**src/rtl/phy_rx.sv**
```systemverilog
// Serial receive half of the PHY link: deserialises the MSB-first line stream,
// aligns on COMMA symbols and delivers payload bytes with a valid flag.
module phy_rx #(
  parameter int unsigned       WIDTH    = 8,
  parameter logic [WIDTH-1:0]  COMMA    = WIDTH'(8'hBC),
  parameter logic [WIDTH-1:0]  IDLE     = WIDTH'(8'h7C),
  parameter int unsigned       BC_COUNT = 4
) (
  input  logic             clk_32f,
  input  logic             reset,
  input  logic             data_in,
  output logic [WIDTH-1:0] data_out,
  output logic             valid_out,
  output logic             active
);

  localparam int unsigned CNT_W = (WIDTH > 1) ? $clog2(WIDTH) : 1;
  localparam int unsigned BC_W  = $clog2(BC_COUNT + 1);

  typedef enum logic [1:0] {
    S_SEARCH = 2'd0,
    S_ALIGN  = 2'd1,
    S_ACTIVE = 2'd2
  } state_t;

  state_t           r_state;
  state_t           w_state_nxt;
  logic [WIDTH-1:0] r_shift;
  logic [WIDTH-1:0] w_shift_nxt;
  logic [CNT_W-1:0] r_bit_cnt;
  logic [CNT_W-1:0] w_bit_cnt_nxt;
  logic [BC_W-1:0]  r_bc_cnt;
  logic [BC_W-1:0]  w_bc_cnt_nxt;
  logic [WIDTH-1:0] r_data;
  logic [WIDTH-1:0] w_data_nxt;
  logic             r_valid;
  logic             w_valid_nxt;
  logic             r_active;
  logic             w_active_nxt;
  logic             w_last_bit;
  logic             w_is_comma;
  logic             w_is_idle;

  // Symbol window including the bit sampled on this edge.
  assign w_shift_nxt = {r_shift[WIDTH-2:0], data_in};
  assign w_last_bit  = (r_bit_cnt == CNT_W'(WIDTH - 1));
  assign w_is_comma  = (w_shift_nxt == COMMA);
  assign w_is_idle   = (w_shift_nxt == IDLE);

  always_ff @(posedge clk_32f or negedge reset) begin
    if (!reset) begin
      r_state <= S_SEARCH;
    end else begin
      r_state <= w_state_nxt;
    end
  end

  always_ff @(posedge clk_32f or negedge reset) begin
    if (!reset) begin
      r_shift   <= '0;
      r_bit_cnt <= '0;
      r_bc_cnt  <= '0;
      r_data    <= '0;
      r_valid   <= 1'b0;
      r_active  <= 1'b0;
    end else begin
      r_shift   <= w_shift_nxt;
      r_bit_cnt <= w_bit_cnt_nxt;
      r_bc_cnt  <= w_bc_cnt_nxt;
      r_data    <= w_data_nxt;
      r_valid   <= w_valid_nxt;
      r_active  <= w_active_nxt;
    end
  end

  // Next-state and next-output logic; decisions in ALIGN/ACTIVE happen on symbol LSBs only.
  always_comb begin
    w_state_nxt   = r_state;
    w_bit_cnt_nxt = w_last_bit ? '0 : r_bit_cnt + CNT_W'(1);
    w_bc_cnt_nxt  = r_bc_cnt;
    w_data_nxt    = r_data;
    w_valid_nxt   = r_valid;
    w_active_nxt  = r_active;

    case (r_state)
      S_SEARCH: begin
        w_bit_cnt_nxt = '0;
        if (w_is_comma) begin
          w_bc_cnt_nxt = BC_W'(1);
          if (BC_COUNT <= 1) begin
            w_state_nxt  = S_ACTIVE;
            w_active_nxt = 1'b1;
          end else begin
            w_state_nxt = S_ALIGN;
          end
        end
      end

      S_ALIGN: begin
        if (w_last_bit) begin
          if (w_is_comma) begin
            w_bc_cnt_nxt = r_bc_cnt + BC_W'(1);
            if (r_bc_cnt == BC_W'(BC_COUNT - 1)) begin
              w_state_nxt  = S_ACTIVE;
              w_active_nxt = 1'b1;
            end
          end else begin
            w_state_nxt  = S_SEARCH;
            w_bc_cnt_nxt = '0;
          end
        end
      end

      S_ACTIVE: begin
        w_active_nxt = 1'b1;
        if (w_last_bit) begin
          if (w_is_comma || w_is_idle) begin
            w_valid_nxt = 1'b0;
          end else begin
            w_data_nxt  = w_shift_nxt;
            w_valid_nxt = 1'b1;
          end
        end
      end

      default: begin
        w_state_nxt = S_SEARCH;
      end
    endcase
  end

  assign data_out  = r_data;
  assign valid_out = r_valid;
  assign active    = r_active;

endmodule

```
**config.mk**
```make
export PLATFORM = sky130hd
export DESIGN_NAME = phy_rx
export DESIGN_NICKNAME = d
export VERILOG_FILES = /design/src/rtl/phy_rx.sv
export SDC_FILE = /design/constraint.sdc
export NUM_CORES = 1
export LEC_CHECK = 0
export ABC_AREA = 1
export ABC_CLOCK_PERIOD_IN_PS = 4400
export BUFFER_PORTS_ARGS = -buffer_cell sky130_fd_sc_hd__buf_2
export CORE_MARGIN = 2
export CORE_UTILIZATION = 35
export DETAILED_ROUTE_END_ITERATION = 10
export GPL_ROUTABILITY_DRIVEN = 0
export SETUP_SLACK_MARGIN = 0.05
export SYNTH_ARGS = -nofsm -noshare
export SYNTH_HDL_FRONTEND = slang
export SYNTH_SLANG_ARGS = --single-unit
```
**constraint.sdc**
```tcl
create_clock -name clk_32f -period 4.4 [get_ports clk_32f]
set_clock_uncertainty 0.2 [all_clocks]
set_input_delay 0.22 -clock clk_32f [delete_from_list [all_inputs] [get_ports clk_32f]]
set_output_delay 0.22 -clock clk_32f [all_outputs]
set_load 0.005 [all_outputs]
```
# Word-level counts from Yosys, hierarchy flattened
# Cells that the tools add are included.
# classes
eq_ne,11
n_div,0
multipliers,0
muxes,16
shift,0
addsub,2
reduce_logical,9
bitwise_logic,2
n_lt_le_gt_ge,0
# op_table
cell,count
3-bit two-way mux,5
8-bit by 7-bit equality test with 1-bit output (second input constant),1
8-bit equality test (second input constant),1
2-bit two-way mux,4
2-bit != test (second input constant),4
4-bit AND reduction,2
3-bit by 1-bit adder with 3-bit output (second input constant),2
2-bit one-hot mux with 3 select lines,1
3-bit one-hot mux with 2 select lines,1
3-bit AND reduction,2
1-bit two-way mux,4
2-bit nonzero test,2
3-bit by 2-bit equality test with 1-bit output (second input constant),1
3-bit equality test (second input constant),1
3-bit != test (second input constant),1
2-bit by 1-bit equality test with 1-bit output (second input constant),1
2-bit equality test (second input constant),1
2-bit logical NOT,1
1-bit NOT,2
1-bit one-hot mux with 2 select lines,1
2-bit AND reduction,1
1-bit logical OR,1
# word_totals
register_bits,25
out_inout_bits,10
latch_bits,0
rom_bits,0
memories,0
wordCells,47
inputBits,3
ram_bits,0

# Logic depth before layout (Yosys ltp)
# Gate-level depths: netlist of the first run.
# logic_depth
depth_word,5
depth_mapped,9

# Worst setup path before layout of the first run
# OpenSTA, ideal clock, no wires.
# synth_path
path_type,flip-flop to flip-flop
from,register r_bit_cnt[0]
to,"register r_data[6], in the netlist data_out[6]"
path_stages_with_launch,9
path_buffers,1
arrival_ns,1.243
path_slack_ns,2.840
setup_time_ns,0.117
path_cell_list,dfrtp_1 -> ha_1 -> ha_1 -> inv_1 -> nor2_4 -> nand3_4 -> buf_12 -> nand2_2 -> o21ai_2
# synth_between
elab_chain_len,2
# synth_lines
item,line,rtl
start: declaration,30,logic [CNT_W-1:0] r_bit_cnt;
start signal: assignment,68,r_bit_cnt <= w_bit_cnt_nxt;
3-bit equality test,46,assign w_last_bit = (r_bit_cnt == CNT_W'(WIDTH - 1));
3-bit AND reduction (no source line),--,
end signal: assignment,70,r_data <= w_data_nxt;
end: declaration,34,logic [WIDTH-1:0] r_data;
# No other way between the ends.
# A chain may end at the register's enable or synchronous reset.

# Worst setup path in the final report of the first run
# layout_path
from,register r_bit_cnt[0]
to,"register r_data[1], in the netlist data_out[1]"
# The elaborated chain is that of the path after synthesis.

==> results.md, run 1 <==
* Drt drc at 0
* Final period utilization at 38.21%
* Site Rows at 20
* Synth top area share at 56.56%
* Crit path time final at 1.681 ns
* Synth warn at 0
* Cell taking the most area after synthesis: dfrtp_1
* RSZ-0062 raised after global routing: false
* Detailed Routing Iterations Pass 1 at 4
* Clk root buf: clkbuf_4
* Status: finished clean
* Largest net degree at the start of global routing at 26
* Final antenna-violating net count at 0
* Layout cells sized above 1 at 33.06%
* HP Class: input port to asynchronous set/reset pin
* Syn Inst Count at 107
* CP Launch Point: r_bit_cnt[0]
* R2R Path Start: r_bit_cnt[0]
* Core area at 3028 µm²
* Antenna cells at 0
* Register-to-Register Path Depth at 7
* Hold slack at 0.1954 ns
* Worst-case clock buffer depth at 2
* Static Leakage at 0.6074 nW
* Max-Cap Viols at 0
* R2r setup slk at 2.72 ns
* Critical Path Source Type: flip-flop
* Crit Path Max Fanout at 17
* Io pins at 13
* Kind of critical path: flip-flop to flip-flop
* DR iter-0 viols at 17
* Vias in the first global route at 689
* Slew @ Worst Pin at 0.5386 ns
* Achievable Freq at 0.5948 GHz
* Worst EP required at 4.43 ns
* Die Y at 60.22 µm
* Vias/cell at 4.268
* Setup repair bufs after CTS at 0
* IO Port Bufs at 12
* R2R Path End: data_out[1]
* CP dominant cell by count: ha_1
* # setup viols final at 0
* Slew headroom at 64.09%
* Reg clk slew, reported paths at 0.14 ns
* Crit. End Element: flip-flop
* VDD IR max at 0.2490 mV
* Total CTS buffers at 3
* PD cells at 292.3 nW/µm²
* Crit path cell chain: ha_1 -> ha_1 -> inv_1 -> nor2_4 -> nand3_4 -> nand2_1 -> o21ai_2
* Sequential share of the synthesized area at 56.56%
* Routed via count at 717
* Die footprint at 3626 µm²
* Hpwl dp at 1.214 mm
* Setup_tns at 0 ns
* Post-Layout Inst Area at 1251 µm²
* H-tree level count at 1
* GRT Total Usage at 10.30%
* Arr. time, crit path at 1.71 ns
* Die Width at 60.22 µm
* Count of cell types in the netlist at 20
* GRT overflow at 0
* Gates resized, CTS repair at 0
* Syn Area/Cell at 10.34 µm²
* Synthesized Nets at 114
* Slowest stage delay, CP at 0.38 ns
* First-pass GRT wire length at 2.711 mm
* Final hold violation count at 0
* Clk sinks at 25
* Nets at 132
* Slew Viols, Final at 0
* Area of the mapped netlist at 1106 µm²
* Area contributors post-synth: dfrtp_1, nand2_1, o21ai_2
* Antenna violations before repair at 0
* CP endpoint: data_out[1]
* Initial Util at 36.53%
* Placed inst area at 1201 µm²
* DRT Wirelength at 1.589 mm
* Routed length per instance at 9.458 µm
* Clk Latency, worst-skew pair at 0.32 ns
* CTS tree: built
* Area grow syn2layout at 13.12%
* Yosys reg bits at 25
* Slowest CP cell: dfrtp_1
## flip-flops by register name (all words and copies together), names as in the netlist
name	flops
active	1
r_shift	7
data_out	8
r_bit_cnt	3
r_bc_cnt	3
valid_out	1
r_state	2
## synthesized netlist by cell type
| cell | number |
|---|---|
| inv_2 | 4 |
| o21ai_2 | 8 |
| nor3_1 | 2 |
| dfrtp_1 | 25 |
| buf_12 | 1 |
| o21ai_0 | 2 |
| nand3_2 | 1 |
| ha_1 | 4 |
| inv_1 | 14 |
| nand2_1 | 24 |
| nand3b_1 | 1 |
| nor2_1 | 3 |
| nand2_4 | 1 |
| a21oi_2 | 1 |
| nand2_2 | 3 |
| nand3_4 | 1 |
| nor2_2 | 4 |
| nor2_4 | 2 |
| nand3_1 | 4 |
| o21ai_1 | 2 |
## cell type report
type,count,area [µm²]
clock inverter,1,7.507
sequential,25,625.6
clock buffer,3,22.52
inverter,18,67.56
timing repair buffer,14,80.08
tap,44,55.05
multi-input combinational,63,392.9
fill,330,1777
## per-layer routing
layer	track usage, %	share of wire [%]	wire length (µm)
met5	0	0	0
met3	4.545	4.5	71
met4	3.810	1.1	18
met2	18.32	50	795
met1	10.55	44	704
## worst max-delay path, delay by kind of cell, from the launching register on
kind,cells,cell delay (ns)
AND/OR/NAND/NOR,3,0.49
flip-flops,1,0.38
adder cells (fa/ha/maj),2,0.38
buffers and inverters,1,0.10
AO/OA/AOI/OAI,1,0.05
## cells by family after synthesis
family | Yosys count | synth area share [%]
DFF | 25 | 56.56
adders and majority gates | 4 | 4.525
AOI/OAI and AO/OA | 13 | 8.937
and+or+nand+nor | 46 | 22.06
buffers and inverters | 19 | 7.918
## worst min-delay path by stage
| stage | startpoint | to | slack [ns] | depth (start not counted) |
|---|---|---|---|---|
| after floorplan | reset | active | -0.28 | 0 |
| after global placement | reset | data_out[7] | 0.03 | 1 |
| after detailed placement | reset | r_shift[6] | 0.04 | 1 |
| after CTS | reset | r_shift[6] | 0.21 | 2 |
| after global routing | r_shift[0] | r_shift[1] | 0.21 | 0 |
| final | reset | r_shift[6] | 0.20 | 2 |
## layout by cell type (no fill, tap or decap)
cell type and count:
a21oi_2 1, nor3_1 2, nor2_1 3, nand3b_1 1, inv_2 4, nand2_2 3
o21ai_0 2, dfrtp_1 25, nor2_4 2, nand3_1 4, nand2_4 1, nor2_2 4
nand2_1 24, o21ai_2 8, clkbuf_4 3, nand3_2 1, nand3_4 1, ha_1 4
clkinvlp_4 1, o21ai_1 2, inv_1 14, dlygate4sd3_1 2, buf_2 12
## per-stage QoR
step | setup WS, ns | utilization, % | std cells | total power [mW]
floorplan | 2.840 | - | 107 | 0.2553
global placement | 2.769 | 39.67 | 162 | 0.2662
detailed placement | 2.680 | 39.67 | 162 | 0.2667
CTS | 2.660 | 41.32 | 168 | 0.3735
global route | 2.580 | 41.32 | 168 | 0.3867
finish | 2.719 | 41.32 | 168 | 0.3658
## where the power goes
group	switching, mW	internal (mW)	total, mW
clock	0.0684	0.0347	0.103
combinational	0.0125	0.00860	0.0211
sequential	0.00443	0.237	0.242
## timing repair
| action | CTS | global route |
|---|---|---|
| hold buffers | 2 | 0 |
| endpoints found under the hold margin | 27 | 0 |
| endpoints found under the setup margin | 0 | 0 |
Note: power is estimated with default switching activity, not from simulation.
==> run 2, diff against run 1 <==
--- a/config.mk
+++ b/config.mk
@@ -5,8 +5,8 @@
 export SDC_FILE = /design/constraint.sdc
 export NUM_CORES = 1
 export LEC_CHECK = 0
-export ABC_AREA = 1
-export ABC_CLOCK_PERIOD_IN_PS = 4400
+export ABC_AREA = 0
+export ABC_CLOCK_PERIOD_IN_PS = 1700
 export BUFFER_PORTS_ARGS = -buffer_cell sky130_fd_sc_hd__buf_2
 export CORE_MARGIN = 2
 export CORE_UTILIZATION = 35
==> constraint.sdc (replaced) <==
create_clock -name clk_32f -period 1.7 [get_ports clk_32f]
set_clock_uncertainty 0.2 [all_clocks]
set_input_delay 0.085 -clock clk_32f [delete_from_list [all_inputs] [get_ports clk_32f]]
set_output_delay 0.085 -clock clk_32f [all_outputs]
set_load 0.005 [all_outputs]
==> results.md, run 2 <==
* Crit path time final at 1.686 ns (+0.004374 ns)
* Crit. End Element: flip-flop
* IO Port Bufs at 12 (unchanged)
* Area of the mapped netlist at 1129 µm² (+2.0%)
* Final hold violation count at 0 (unchanged)
* Fillers at 309 (-6.4%)
* Yosys reg bits at 25 (unchanged)
* Routed via count at 751 (+4.7%)
* Clk root buf: clkbuf_4
* Syn Area/Cell at 12.82 µm² (+24%)
* Drt drc at 0 (unchanged)
* Synth top area share at 55.43% (-1.1 points)
* H-tree level count at 1 (unchanged)
* Largest net degree at the start of global routing at 26 (unchanged)
* Antenna cells at 0 (unchanged)
* Synthesized Nets at 95 (-17%)
* PD cells at 701.6 nW/µm² (+140%)
* Worst-case clock buffer depth at 2 (unchanged)
* R2R Path End: data_out[3]
* Die footprint at 3695 µm² (+1.9%)
* Number of synthesized flops with an enable pin at 0 (unchanged)
* Commonest cells after routing, fill and taps aside: dfrtp_1, buf_2, buf_4, inv_1
* Final period utilization at 99.15% (+61 points)
* Slew Viols, Final at 0 (unchanged)
* Arr. time, crit path at 1.70 ns (about the same)
* GRT Total Usage at 12.13% (+1.8 points)
* Status: finished clean
* Syn Inst Count at 88 (-18%)
* Top FF cell, synth: dfrtp_1
* CTS tree: built
* Antenna violations before repair at 0 (unchanged)
* Cell taking the most area after synthesis: dfrtp_1
* Die Width at 60.79 µm (+0.95%)
* Worst EP required at 1.72 ns (-2.71 ns)
* First-pass GRT wire length at 3.325 mm (+23%)
* Vias in the first global route at 719 (+4.4%)
* Achievable Freq at 0.5933 GHz (-0.26%)
* GRT overflow at 0 (unchanged)
* Core area at 3053 µm² (+0.83%)
* # setup viols final at 0 (unchanged)
* Commonest non-fill, non-tap cell in the layout: dfrtp_1
* Ys async rst share at 100.0% (unchanged)
* Crit Path Max Fanout at 5 (-12)
* Reg clk slew, reported paths at 0.14 ns (about the same)
* R2r setup slk at 0.01 ns (-2.70 ns)
* DR iter-0 viols at 21 (+4)
* Final antenna-violating net count at 0 (unchanged)
* Max reg flops at 8 (unchanged)
* Synth warn at 0 (unchanged)
* HP Class: input port to asynchronous set/reset pin
* Slew headroom at 64.71% (+0.62 points)
* Max-Cap Viols at 0 (unchanged)
* CP endpoint: data_out[3]
* Register-to-Register Path Depth at 5 (-2)
* Count of cell types in the netlist at 30 (+50%)
* Critical Path Source Type: flip-flop
* Most frequent cell after synthesis: dfrtp_1
* Hpwl dp at 1.437 mm (+18%)
* R2R Path Start: r_bit_cnt[0]
* GRT met3 Usage at 3.838% (-0.71 points)
* Total CTS buffers at 3 (unchanged)
* DRT Wirelength at 1.990 mm (+25%)
* Clk sinks at 25 (unchanged)
* Slew @ Worst Pin at 0.5293 ns (-0.009319 ns)
* Io pins at 13 (unchanged)
* RSZ-0062 raised after global routing: true
* GR peak layer: met2
* Area contributors post-synth: dfrtp_1, mux2_4, ha_1
* Met1 usage at 15.01% (+4.5 points)
* Die Y at 60.79 µm (+0.95%)
* CP Launch Point: r_bit_cnt[0]
* Dpl cells at 150 (-7.4%)
* Vias/cell at 4.753 (+11%)
* Area grow syn2layout at 22.17%
* Met2 global-route usage at 20.28% (+2.0 points)
* Kind of critical path: flip-flop to flip-flop
* Top cells by count, synth: dfrtp_1, inv_1, a2bb2oi_1, ha_1, mux2_4
* Power, Total at 0.9673 mW (+160%)
* Layout cells sized above 1 at 35.09% (+2.0 points)
* VDD IR max at 0.5497 mV (+120%)
* Initial Util at 36.97% (+0.44 points)
* Static Leakage at 0.6439 nW (+6.0%)
* Sequential share of the synthesized area at 55.43% (-1.1 points)
* Routed length per instance at 12.59 µm (+33%)
* Nets at 122 (-7.6%)
* Clk Latency, worst-skew pair at 0.32 ns (about the same)
* Final std cells w/o fill at 158 (-6.0%)
* Detailed Routing Iterations Pass 1 at 2 (-2)
* Site Rows at 20 (unchanged)
[run 2: worst min path at each step]
| stage | from | to | depth (start not counted) |
|---|---|---|---|
| floorplan | reset | active | 0 |
| global placement | reset | r_bc_cnt[2] | 1 |
| detailed placement | reset | r_bc_cnt[2] | 1 |
| CTS | reset | r_bc_cnt[2] | 2 |
| global route | reset | active | 2 |
| finish | reset | r_bc_cnt[2] | 2 |
[run 2: worst max-delay path: stages, from the launching register on]
cell	delay, ns
dfrtp_1	0.37
ha_2	0.19
ha_4	0.14
nand3b_4	0.09
a31oi_4	0.27
mux2_4	0.33
[run 2: metrics by stage]
stage	hold slack [ns]	setup slack, ns	area [µm²]	util (%)	TNS [ns]
3_3_place_gp	-0.09839	0.04876	1311	42.95	0
2_1_floorplan	-0.4106	-0.02743	1144	-	-0.1097
4_1_cts	0.07601	0.004938	1366	44.75	0
6_report	0.05616	0.01450	1379	45.16	0
5_1_grt	0.09447	-0.03566	1379	45.16	-0.1221
3_5_place_dp	-0.09010	0.007637	1311	42.95	0
[run 2: cell type report]
| cell class | count | area, µm² | area share, % |
|---|---|---|---|
| well taps | 44 | 55.05 | 3.993 |
| clock buffers | 3 | 22.52 | 1.633 |
| inverters | 8 | 30.03 | 2.178 |
| multi-input cells | 52 | 478.0 | 34.66 |
| flip-flops and latches | 25 | 625.6 | 45.37 |
| clock inverters | 1 | 5.005 | 0.3630 |
| repair buffers | 25 | 162.7 | 11.80 |
[run 2: metal layers]
metal  part of all wire [%]  vias to the layer above
li1                       -                      370
met1                     49                      367
met2                     47                       12
met3                    3.9                        2
met4                   0.85                        0
met5                      0                        -
[run 2: cell families (layout without fill, tap and decap cells)]
logic type / Yosys count / after routing / synth area share (%)
muxes: 7 / 7 / 7.983
xor gates and xnor gates: 1 / 1 / 1.442
buffers and inverters: 11 / 37 / 3.991
AOI/OAI and AO/OA: 17 / 17 / 12.31
and+or+nand+nor: 23 / 23 / 14.41
DFF: 25 / 25 / 55.43
adders and majority gates: 4 / 4 / 4.435
[run 2: what timing repair did]
| action | in CTS | in global routing |
|---|---|---|
| gates cloned | 0 | 0 |
| endpoints found under the setup margin | 4 | 11 |
| hold buffers | 2 | 0 |
| endpoints found under the hold margin | 28 | 0 |
| resized for setup | 0 | 4 |
| buffers inserted | 1 | 1 |
| pin swaps | 1 | 0 |
[run 2: report_power, final]
group / total [mW] / switching [mW] / internal, mW
sequential: 0.633 / 0.0187 / 0.614
clock: 0.267 / 0.179 / 0.0882
combinational: 0.0670 / 0.0327 / 0.0344
==> run 3, diff against run 2 <==
--- a/config.mk
+++ b/config.mk
@@ -8,10 +8,13 @@
 export ABC_AREA = 0
 export ABC_CLOCK_PERIOD_IN_PS = 1700
 export BUFFER_PORTS_ARGS = -buffer_cell sky130_fd_sc_hd__buf_2
+export CELL_PAD_IN_SITES_DETAIL_PLACEMENT = 1
+export CELL_PAD_IN_SITES_GLOBAL_PLACEMENT = 1
 export CORE_MARGIN = 2
 export CORE_UTILIZATION = 35
 export DETAILED_ROUTE_END_ITERATION = 10
 export GPL_ROUTABILITY_DRIVEN = 0
+export PLACE_DENSITY_LB_ADDON = 0.1
 export SETUP_SLACK_MARGIN = 0.05
 export SYNTH_ARGS = -nofsm -noshare
 export SYNTH_HDL_FRONTEND = slang
==> results.md, run 3 (synthesis gave the netlist of run 2 again) <==
* Vias/cell at 4.861 (+2.3%)
* DR iter-0 viols at 13 (-38%)
* Static Leakage at 0.6494 nW (+0.85%)
* # setup viols final at 0 (unchanged)
* Met1 usage at 20.68% (+5.7 points)
* Routed via count at 768 (+2.3%)
* Worst EP required at 1.72 ns (about the same)
* Fillers at 345 (+12%)
* Antenna cells at 0 (unchanged)
* PD cells at 693.8 nW/µm² (-1.1%)
* Status: finished clean
* Clk root buf: clkbuf_4
* R2R Path Start: r_bit_cnt[0]
* GRT Total Usage at 15.14% (+3.0 points)
* Switching pwr at 0.2339 mW (+1.4%)
* Io pins at 13 (unchanged)
* Dpl cells at 151 (+0.67%)
* DRT Wirelength at 2.317 mm (+16%)
* HP Class: input port to asynchronous set/reset pin
* Worst-case clock buffer depth at 2 (unchanged)
* Crit. End Element: flip-flop
* R2R Path End: data_out[5]
* Slew Viols, Final at 0 (unchanged)
* Area grow syn2layout at 24.39%
* GRT overflow at 0 (unchanged)
* Clock power share at 27.4% (-0.3 points)
* IO Port Bufs at 12 (unchanged)
* Final period utilization at 99.11% (about the same)
* Switching Share at 24.02% (+0.17 points)
* Slowest stage delay, CP at 0.41 ns (+0.04 ns)
* Final Util at 45.98% (+0.82 points)
* Max reg flops at 8 (unchanged)
* Layout cells sized above 1 at 35.09% (unchanged)
* Site Rows at 20 (unchanged)
* H-tree level count at 1 (unchanged)
* Die Width at 60.79 µm (unchanged)
* Combinational group share of total power at 7.7% (+0.8 points)
* Hold slack at 0.06966 ns (+0.01350 ns)
* Crit Path Max Fanout at 5 (unchanged)
* Met2 global-route usage at 23.81% (+3.5 points)
* GR peak layer: met2
* Slew headroom at 62.38% (-2.3 points)
* Nets at 122 (unchanged)
* Vias in the first global route at 816 (+13%)
* Detailed Routing Iterations Pass 1 at 2 (unchanged)
* Achievable Freq at 0.5935 GHz (about the same)
* Internal at 0.7401 mW (+0.46%)
* CP dominant cell by count: ha_4
* CTS tree: built
* Critical Path Source Type: flip-flop
* Routed length per instance at 14.66 µm (+16%)
* Clk Latency, worst-skew pair at 0.32 ns (about the same)
* Commonest non-fill, non-tap cell in the layout: dfrtp_1
* Largest net degree at the start of global routing at 26 (unchanged)
* Final std cells w/o fill at 158 (unchanged)
* Total CTS buffers at 3 (unchanged)
* First-pass GRT wire length at 3.995 mm (+20%)
* Crit path cell chain: ha_4 -> ha_4 -> nand3b_4 -> a31oi_4 -> mux2_4
* Kind of critical path: flip-flop to flip-flop
* Reg clk slew, reported paths at 0.14 ns (about the same)
* Antenna violations before repair at 0 (unchanged)
* Max-Cap Viols at 0 (unchanged)
* Slowest CP cell: dfrtp_1
* R2r setup slk at 0.02 ns (about the same)
* Core area at 3053 µm² (unchanged)
* Die Y at 60.79 µm (unchanged)
* RSZ-0062 raised after global routing: true
* Final hold violation count at 0 (unchanged)
* Seq pwr share at 64.9% (-0.5 points)
* VDD IR max at 0.4280 mV (-22%)
* GRT met3 Usage at 2.559% (-1.3 points)
* Commonest cells after routing, fill and taps aside: dfrtp_1, buf_2, buf_4, inv_1
* Register-to-Register Path Depth at 5 (unchanged)
* Drt drc at 0 (unchanged)
* Hpwl dp at 1.720 mm (+20%)
* Final antenna-violating net count at 0 (unchanged)
* Slew @ Worst Pin at 0.5643 ns (+0.03503 ns)
* Die footprint at 3695 µm² (unchanged)
* Initial Util at 36.97% (unchanged)
* Clk sinks at 25 (unchanged)
* Arr. time, crit path at 1.70 ns (about the same)
* Crit path time final at 1.685 ns (-0.0005874 ns)
==> run 3: final cells by class <==
type	count	area, µm²	area share [%]
Clock buffer	3	22.52	1.604
Multi-Input combinational cell	52	490.5	34.94
Tap cell	44	55.05	3.922
Sequential cell	25	625.6	44.56
Timing Repair Buffer	25	175.2	12.48
Inverter	8	30.03	2.139
Clock inverter	1	5.005	0.3565
==> run 3: power groups by stage <==
stage / combinational (mW) / clock (mW) / sequential, mW
6_report: 0.0752 / 0.267 / 0.632
5_1_grt: 0.0846 / 0.300 / 0.636
4_1_cts: 0.0768 / 0.281 / 0.633
3_5_place_dp: 0.0730 / 0 / 0.643
3_3_place_gp: 0.0709 / 0 / 0.642
2_1_floorplan: 0.0279 / 0 / 0.642
==> run 3: critical path: cells and delay by family (launching register included) <==
family                   cells  cell delay (ns)
adder cells (fa/ha/maj)      2             0.29
multiplexers                 1             0.33
AND/OR/NAND/NOR              1             0.09
AO/OA/AOI/OAI                1             0.27
flip-flops                   1             0.41
==> run 3: worst max-delay path by stage <==
stage | start | endpoint | cells after the start
floorplan | r_bit_cnt[0] | data_out[2] | 5
global placement | r_bit_cnt[0] | data_out[5] | 5
detailed placement | r_bit_cnt[0] | data_out[5] | 5
CTS | r_bit_cnt[0] | data_out[2] | 5
global route | r_bit_cnt[0] | data_out[2] | 5
finish | r_bit_cnt[0] | data_out[5] | 5
==> run 3: per-layer routing <==
layer  wire length [µm]  up-vias
met5                  0        -
met4                 32        0
met3                 57        4
met2               1148        8
met1               1078      387
li1                   -      369
==> run 3: metrics by stage <==
| stage | worst slack [ns] | power, mW | TNS [ns] | area [µm²] |
|---|---|---|---|---|
| final | 0.01508 | 0.9740 | 0 | 1404 |
| after global placement | 0.05094 | 0.7130 | 0 | 1331 |
| after floorplan | -0.02743 | 0.6702 | -0.1097 | 1144 |
| after detailed placement | -0.006123 | 0.7165 | -0.008843 | 1331 |
| after global routing | -0.05406 | 1.020 | -0.2364 | 1404 |
| after CTS | -0.004121 | 0.9901 | -0.009366 | 1389 |
==> run 3: timing repair <==
item / 4_1_cts / 5_1_grt
pin swaps: 2 / 1
endpoints found under the hold margin: 28 / 0
resized for setup: 1 / 3
hold buffers: 2 / 0
setup endpoints to repair: 6 / 11
cloned: 0 / 0
buffers inserted: 0 / 1
